`config.mk`:
```
export PLATFORM = sky130hd
export DESIGN_NAME = reg_file_mp
export DESIGN_NICKNAME = d
export VERILOG_FILES = /design/src/rtl/reg_file_mp.sv
export SDC_FILE = /design/constraint.sdc
export NUM_CORES = 1
export LEC_CHECK = 0
export BUFFER_PORTS_ARGS = -buffer_cell sky130_fd_sc_hd__buf_2
export CAP_MARGIN = 25
export CORE_MARGIN = 3
export CORE_UTILIZATION = 28
export CTS_CLUSTER_SIZE = 12
export DETAILED_ROUTE_END_ITERATION = 12
export HOLD_SLACK_MARGIN = 0.03
export PLACE_DENSITY = 0.41
export SYNTH_ARGS = -nofsm -noshare
export SYNTH_HDL_FRONTEND = slang
export SYNTH_SLANG_ARGS = --single-unit
```
`constraint.sdc`:
```
create_clock -name clk -period 2.31 [get_ports clk]
set_input_delay 0.231 -clock clk [delete_from_list [all_inputs] [get_ports clk]]
set_output_delay 0.231 -clock clk [all_outputs]
set_load 0.005 [all_outputs]
```
`src/rtl/reg_file_mp.sv`:
```
// ============================================================================
// Module      : reg_file_mp
// Description : Dual-write, dual-read register file with a self-clearing
//               sweep, optional write-to-read forwarding and zero entry 0.
// Revision    : 1.0 - initial release
// ============================================================================
`default_nettype none

module reg_file_mp #(
    parameter int DW      = 8,
    parameter int PW      = 4,
    parameter int BYPASS  = 1,
    parameter int R0_ZERO = 0
) (
    input  logic          clk,
    input  logic          reset,
    input  logic          wr_en_a,
    input  logic [PW-1:0] wr_addr_a,
    input  logic [DW-1:0] dat_in_a,
    input  logic          wr_en_b,
    input  logic [PW-1:0] wr_addr_b,
    input  logic [DW-1:0] dat_in_b,
    input  logic [PW-1:0] rd_addr_a,
    input  logic [PW-1:0] rd_addr_b,
    output logic [DW-1:0] dat_a_out,
    output logic [DW-1:0] dat_b_out,
    input  logic          clr,
    output logic          busy,
    output logic          wr_drop
);

    localparam int            c_depth    = 2 ** PW;
    localparam logic [0:0]    c_idle     = 1'b0;
    localparam logic [0:0]    c_clear    = 1'b1;
    localparam logic [PW-1:0] c_idx_last = PW'(c_depth - 1);
    localparam logic [PW-1:0] c_idx_one  = PW'(1);

    logic [0:0]    r_state;
    logic [PW-1:0] r_idx;
    logic          r_busy;
    logic          r_wr_drop;
    logic [DW-1:0] r_core [c_depth];

    logic          w_we_a;
    logic          w_we_b;
    logic [DW-1:0] w_rd_a;
    logic [DW-1:0] w_rd_b;

    // A write to a hardwired-zero entry is treated as if it never happened.
    assign w_we_a = wr_en_a && !((R0_ZERO != 0) && (wr_addr_a == '0));
    assign w_we_b = wr_en_b && !((R0_ZERO != 0) && (wr_addr_b == '0));

    always_ff @(posedge clk) begin
        if (reset) begin
            r_state   <= c_clear;
            r_idx     <= '0;
            r_busy    <= 1'b1;
            r_wr_drop <= 1'b0;
        end else if (r_state == c_clear) begin
            r_core[r_idx] <= '0;
            r_idx         <= r_idx + c_idx_one;
            r_wr_drop     <= w_we_a | w_we_b;
            if (r_idx == c_idx_last) begin
                r_state <= c_idle;
                r_busy  <= 1'b0;
            end
        end else begin
            r_wr_drop <= 1'b0;
            // Port B is written last so it wins on an address collision.
            if (w_we_a) r_core[wr_addr_a] <= dat_in_a;
            if (w_we_b) r_core[wr_addr_b] <= dat_in_b;
            if (clr) begin
                r_state <= c_clear;
                r_idx   <= '0;
                r_busy  <= 1'b1;
            end
        end
    end

    always_comb begin
        w_rd_a = r_core[rd_addr_a];
        w_rd_b = r_core[rd_addr_b];
        if (BYPASS != 0) begin
            if (w_we_a && (wr_addr_a == rd_addr_a)) w_rd_a = dat_in_a;
            if (w_we_b && (wr_addr_b == rd_addr_a)) w_rd_a = dat_in_b;
            if (w_we_a && (wr_addr_a == rd_addr_b)) w_rd_b = dat_in_a;
            if (w_we_b && (wr_addr_b == rd_addr_b)) w_rd_b = dat_in_b;
        end
        if ((R0_ZERO != 0) && (rd_addr_a == '0)) w_rd_a = '0;
        if ((R0_ZERO != 0) && (rd_addr_b == '0)) w_rd_b = '0;
        // Contents are mid-sweep while busy, so reads are masked.
        if (r_busy) begin
            w_rd_a = '0;
            w_rd_b = '0;
        end
    end

    assign dat_a_out = w_rd_a;
    assign dat_b_out = w_rd_b;
    assign busy      = r_busy;
    assign wr_drop   = r_wr_drop;

endmodule

`default_nettype wire

```
## After elaboration in Yosys (flattened, before gate mapping)

Memories as Yosys holds them, arrays and structs flattened.
Cells that the tools add are included.

- Muxes and demuxes: 28
- Add/subtract/negate cells: 1
- Bitwise logic cells: 2
- Equality and inequality tests: 6
- Reductions and logical operators: 8

Operators with widths:

| cell | count |
|---|---|
| 8-bit two-way mux | 7 |
| 1-bit two-way mux | 18 |
| 4-bit == test | 4 |
| 4-bit two-way mux | 3 |
| 8-bit OR reduction | 1 |
| 4-bit by 1-bit adder with 4-bit output (second input constant) | 1 |
| 4-bit == test (second input constant) | 1 |
| 1-bit logical AND | 4 |
| 2-bit by 1-bit inequality test with 1-bit output (second input constant) | 1 |
| 2-bit AND reduction | 1 |
| 2-bit nonzero test | 1 |
| 2-bit OR reduction | 1 |
| 1-bit NOT | 1 |
| 1-bit OR | 1 |

- Input port bits: 37
- Word-level logic and storage cells: 50
- Output and inout bits: 18
- Bits in writable memories: 128
- Register bits after elaboration: 7
- Memories kept: 1

Memory list:

| name | words | bits a word | read ports | clocked after Yosys merged registers in | wr ports | RTL line | source |
|---|---|---|---|---|---|---|---|
| r_core | 16 | 8 | 2 | 0 | 2 | 42 | `logic [DW-1:0] r_core [c_depth];` |

## Depth between registers and ports, before layout

- Depth after elaboration: 6
- Gate-level depth with buffers: 9
- Mapped depth without buffers: 5

## Worst setup path after synthesis

OpenSTA, ideal clock, no wires.

- Path type: reg2reg
- From: register r_state
- To: memory r_core[1][0], enable pin
- Path buffers: 3
- Cell stages (with the launch flop): 9
- Required time: 1.926 ns
- Slack: 0.006 ns
- Period minus slack after synthesis: 2.304 ns
- Library setup time: 0.384 ns
- Arrival time: 1.920 ns
- Cells stage by stage: dfxtp_1 > buf_2 > nor2_1 > buf_2 > and2_1 > buf_2 > mux2i_1 > nand2_1 > o21ai_0

RTL lines:

| item | RTL line | source |
|---|---|---|
| start: declaration | 38 | `logic [0:0] r_state;` |
| start signal: assignment | 55 | `r_state <= c_clear;` |
| start signal: assignment | 64 | `r_state <= c_idle;` |
| start signal: assignment | 73 | `r_state <= c_clear;` |
| end: declaration | 42 |  |

==> results.md <==
### Clock tree
• number of buffers on the longest clock path: 2
• clock transition at the registers of the reported paths: 0.06 ns
• deepest level of the CTS H-tree: 4
• clock tree from TritonCTS: yes
• number of clock sinks: 135
• TritonCTS buffer count: 17
• Root Buffer: sky130_fd_sc_hd__clkbuf_16
• source-to-sink clock delay at the later pin of the worst-skew pair: 0.43 ns

### Timing
• RSZ-0062 raised after global routing: true
• slew of the pin with the lowest slew margin: 1.102 ns
• final period demand of the worst path: 2.568 ns
• maximum clock rate: 0.3894 GHz
• final setup slack of the worst path: -0.2580 ns
• worst slew margin relative to its limit: 0.2641
• total negative setup slack: -1.162 ns
• number of endpoints failing setup at the final stage: 13
• Pins Over Slew Limit: 0
• number of hold violations in the final report: 0
• final period utilization: 1.112
• final clock skew: 0.01022 ns

### Detailed routing
• DR vias: 6632
• Pre-Repair DR Iteration Count: 5
• wire length the detailed router placed on met1: 13400 um
• wire length per cell: 25.58 um
• ratio of routed vias to standard cells: 5.472
• Routed met3 length: 1893 um
• drt initial violations: 760
• number of antenna-violating nets in the routed design: 0
• Met2 Wirelength: 15310 um
• number of remaining DRC errors: 0
• uppermost layer routed: met4
• total routed wirelength: 31010 um

### Floorplan
• boundary pin count: 55
• chip height: 181.2 um
• starting density of the core: 0.2868
• die width: 181.2 um
• Std-Cell Rows: 63
• area inside the core boundary: 29950 sq um
• area of the die: 32820 sq um

### Worst setup path
• kind of critical path: reg -> out
• Max FO, Critical Path: 2
• critical path endpoint category: output port
• launch instance of the worst register-to-register path: r_state$_SDFF_PP1_
• Worst setup SP type: register
• data arrival time of the critical path: 2.34 ns
• setup slack of the worst register-to-register path: 0.18 ns
• required time of the critical path: 2.08 ns
• launch point of the critical path: r_core[0][5]$_DFFE_PP_

### Logic synthesis
• cell accounting for the most synthesized area: sky130_fd_sc_hd__edfxtp_1
• syn_area_per_cell: 11.98 sq um
• share of synthesized area occupied by flip-flops and latches: 0.4637
• distinct cell type count after synthesis: 57
• Synth Instances: 717
• Syn Std Cell Area: 8591 sq um
• area share of the leading cell type in the synthesized netlist: 0.4474
• count of state elements after synthesis: 135
• top cells by area, synth: sky130_fd_sc_hd__edfxtp_1 45%, sky130_fd_sc_hd__mux4_2 13%, sky130_fd_sc_hd__mux2_2 5.9%, sky130_fd_sc_hd__o21ai_0 5.1%, sky130_fd_sc_hd__nand2_1 5.1%
• share of flip-flops with an asynchronous set or reset after synthesis: 0
• Synth Flop Type: sky130_fd_sc_hd__edfxtp_1
• Syn Nets: 755
• Synthesis Warnings: 0
• number of enable flip-flop cells after synthesis: 128

### Pwr
• peak supply drop: 0.0005090 V
• design internal power: 4.455 mW
• part of the total power dissipated in the clock network: 0.443
• logic gate share of total power: 0.110
• power density over cell area: 577.0 nW/um^2
• sequential power share: 0.448
• switching share of power: 0.2625
• Static Leakage: 3.676 nW
• switching power total: 1.586 mW

### Finish
• n_diodes: 0
• signed area change from the synthesized netlist to the final layout: 21.88%
• fraction of layout cells with a size suffix above 1: 0.3966
• Final #Nets: 847
• summed area of non-filler cells in the final layout: 10470 sq um

### Hold path
• classification of the worst-slack hold path: in -> reg
• start point of the worst hold path: clr

### Global routing
• number of antenna violations at the first check in global routing: 0
• vias in the first global route: 6761
• global-route wire length before repair: 45890 um
• pin count of the biggest net entering global routing: 22
• aggregate global-route resource usage: 0.1879
• final global-route overflow total: 0

### Job
• number of maximum-capacitance constraint violations: 0

### Run status
• run status: finished, violations left
• failing checks: negative setup slack

### Placed design
• final weighted congestion of routability-driven global placement: 0.8920
• PortBufs: 54
• final HPWL from detailed placement: 23960 um
• Placement Cell Area: 9714 sq um

## layout by cell type (no fill, tap or decap), drive strengths merged, types with 2 or more instances in the layout
master,count
xor2,12
and2,8
and3,10
nand3,6
dfxtp,7
mux2,48
buf,143
a31oi,4
nor4,2
xnor2,4
a21oi,3
a221oi,15
mux4,64
o21bai,9
inv,10
mux2i,5
edfxtp,128
or2,2
nand2,116
clkbuf,17
a22oi,30
clkinvlp,2
nand2b,2
nor2,45
nor3b,3
clkinv,6
and4,3
nor3,5
nor2b,9
o21ai,87
a311oi,2
## power groups by stage
| stage | clock [mW] | combinational (mW) | sequential [mW] |
|---|---|---|---|
| after floorplan | 0 | 0.361 | 2.74 |
| after global placement | 0 | 0.609 | 2.75 |
| after detailed placement | 0 | 0.612 | 2.76 |
| after CTS | 2.71 | 0.646 | 2.70 |
| after global routing | 2.82 | 0.695 | 2.71 |
| final | 2.68 | 0.662 | 2.70 |
## cell usage after synthesis (all sizes together) (2+ instances only)
master	n
a21oi	3
a221oi	15
a22oi	30
a311oi	2
a31oi	4
and2	8
and3	10
and4	3
buf	37
clkbuf	31
dfxtp	7
edfxtp	128
inv	4
mux2	48
mux2i	5
mux4	64
nand2	116
nand2b	2
nand3	6
nor2	45
nor2b	9
nor3	5
nor3b	3
nor4	2
o21ai	87
o21bai	9
or2	2
xnor2	4
xor2	12
## per-stage QoR
| step | power [mW] | hold slack (ns) | instances | worst slack (ns) | util |
|---|---|---|---|---|---|
| global placement | 3.363 | 0.5455 | 1179 | -0.07488 | 0.3243 |
| global route | 6.218 | 0.1241 | 1212 | -0.2885 | 0.3495 |
| finish | 6.041 | 0.1358 | 1212 | -0.2580 | 0.3495 |
| floorplan | 3.103 | 0.3756 | 717 | 0.005555 | - |
| detailed placement | 3.368 | 0.5499 | 1179 | -0.08042 | 0.3243 |
| CTS | 6.063 | 0.1098 | 1211 | -0.2053 | 0.3477 |
## layer usage
metal | GRT usage | vias up
li1 | - | 2953
met1 | 0.2540 | 3380
met2 | 0.3202 | 274
met3 | 0.02859 | 25
met4 | 0.04174 | 0
met5 | 0 | -
## state kept, by name, indices dropped and copies added (netlist names)
register and cells:
r_state 1, wr_drop 1, r_idx 4, busy 1, r_core 128
## worst paths after layout
| path | to | cells after the start |
|---|---|---|
| max reg2reg | r_core[14][2]$_DFFE_PP_ | 8 |
| min reg2reg | r_idx[3]$_SDFFE_PP0P_ | 1 |
| min | busy$_SDFFE_PP1P_ | 2 |
| max | dat_a_out[5] | 6 |
## worst max-delay path, cell delays in order, from the launching register on
cell and delay, ns:
sky130_fd_sc_hd__edfxtp_1 0.42, sky130_fd_sc_hd__mux4_2 0.48, sky130_fd_sc_hd__a22oi_1 0.32, sky130_fd_sc_hd__nand2_1 0.19, sky130_fd_sc_hd__a221oi_1 0.29, sky130_fd_sc_hd__nor2_1 0.08
sky130_fd_sc_hd__buf_2 0.13
## timing repair
action | 4_1_cts | 5_1_grt
resized for setup | 37 | 16
hold buffers | 0 | 0
pin swaps | 28 | 10
setup buffers | 0 | 1
endpoints found under the setup margin | 23 | 53
gates cloned | 0 | 0
## logic make-up after synthesis
| group | synth area share |
|---|---|
| multiplexers | 0.2432 |
| AND/OR/NAND/NOR | 0.1129 |
| flip-flops | 0.4637 |
| AO/OA/AOI/OAI | 0.1146 |
| adder cells (fa/ha/maj) | 0.001456 |
| XOR/XNOR | 0.01631 |
| buffers and inverters | 0.04777 |
## area by class of cell
type / instances / area [sq um]
fill: 2986 / 19480
multi-input combinational: 508 / 4379
sequential: 135 / 3984
timing repair buffer: 143 / 1039
tap: 390 / 488.0
clock buffer: 17 / 425.4
clock inverter: 15 / 140.1
inverter: 4 / 15.01
Power figures use the tool's default switching activity.
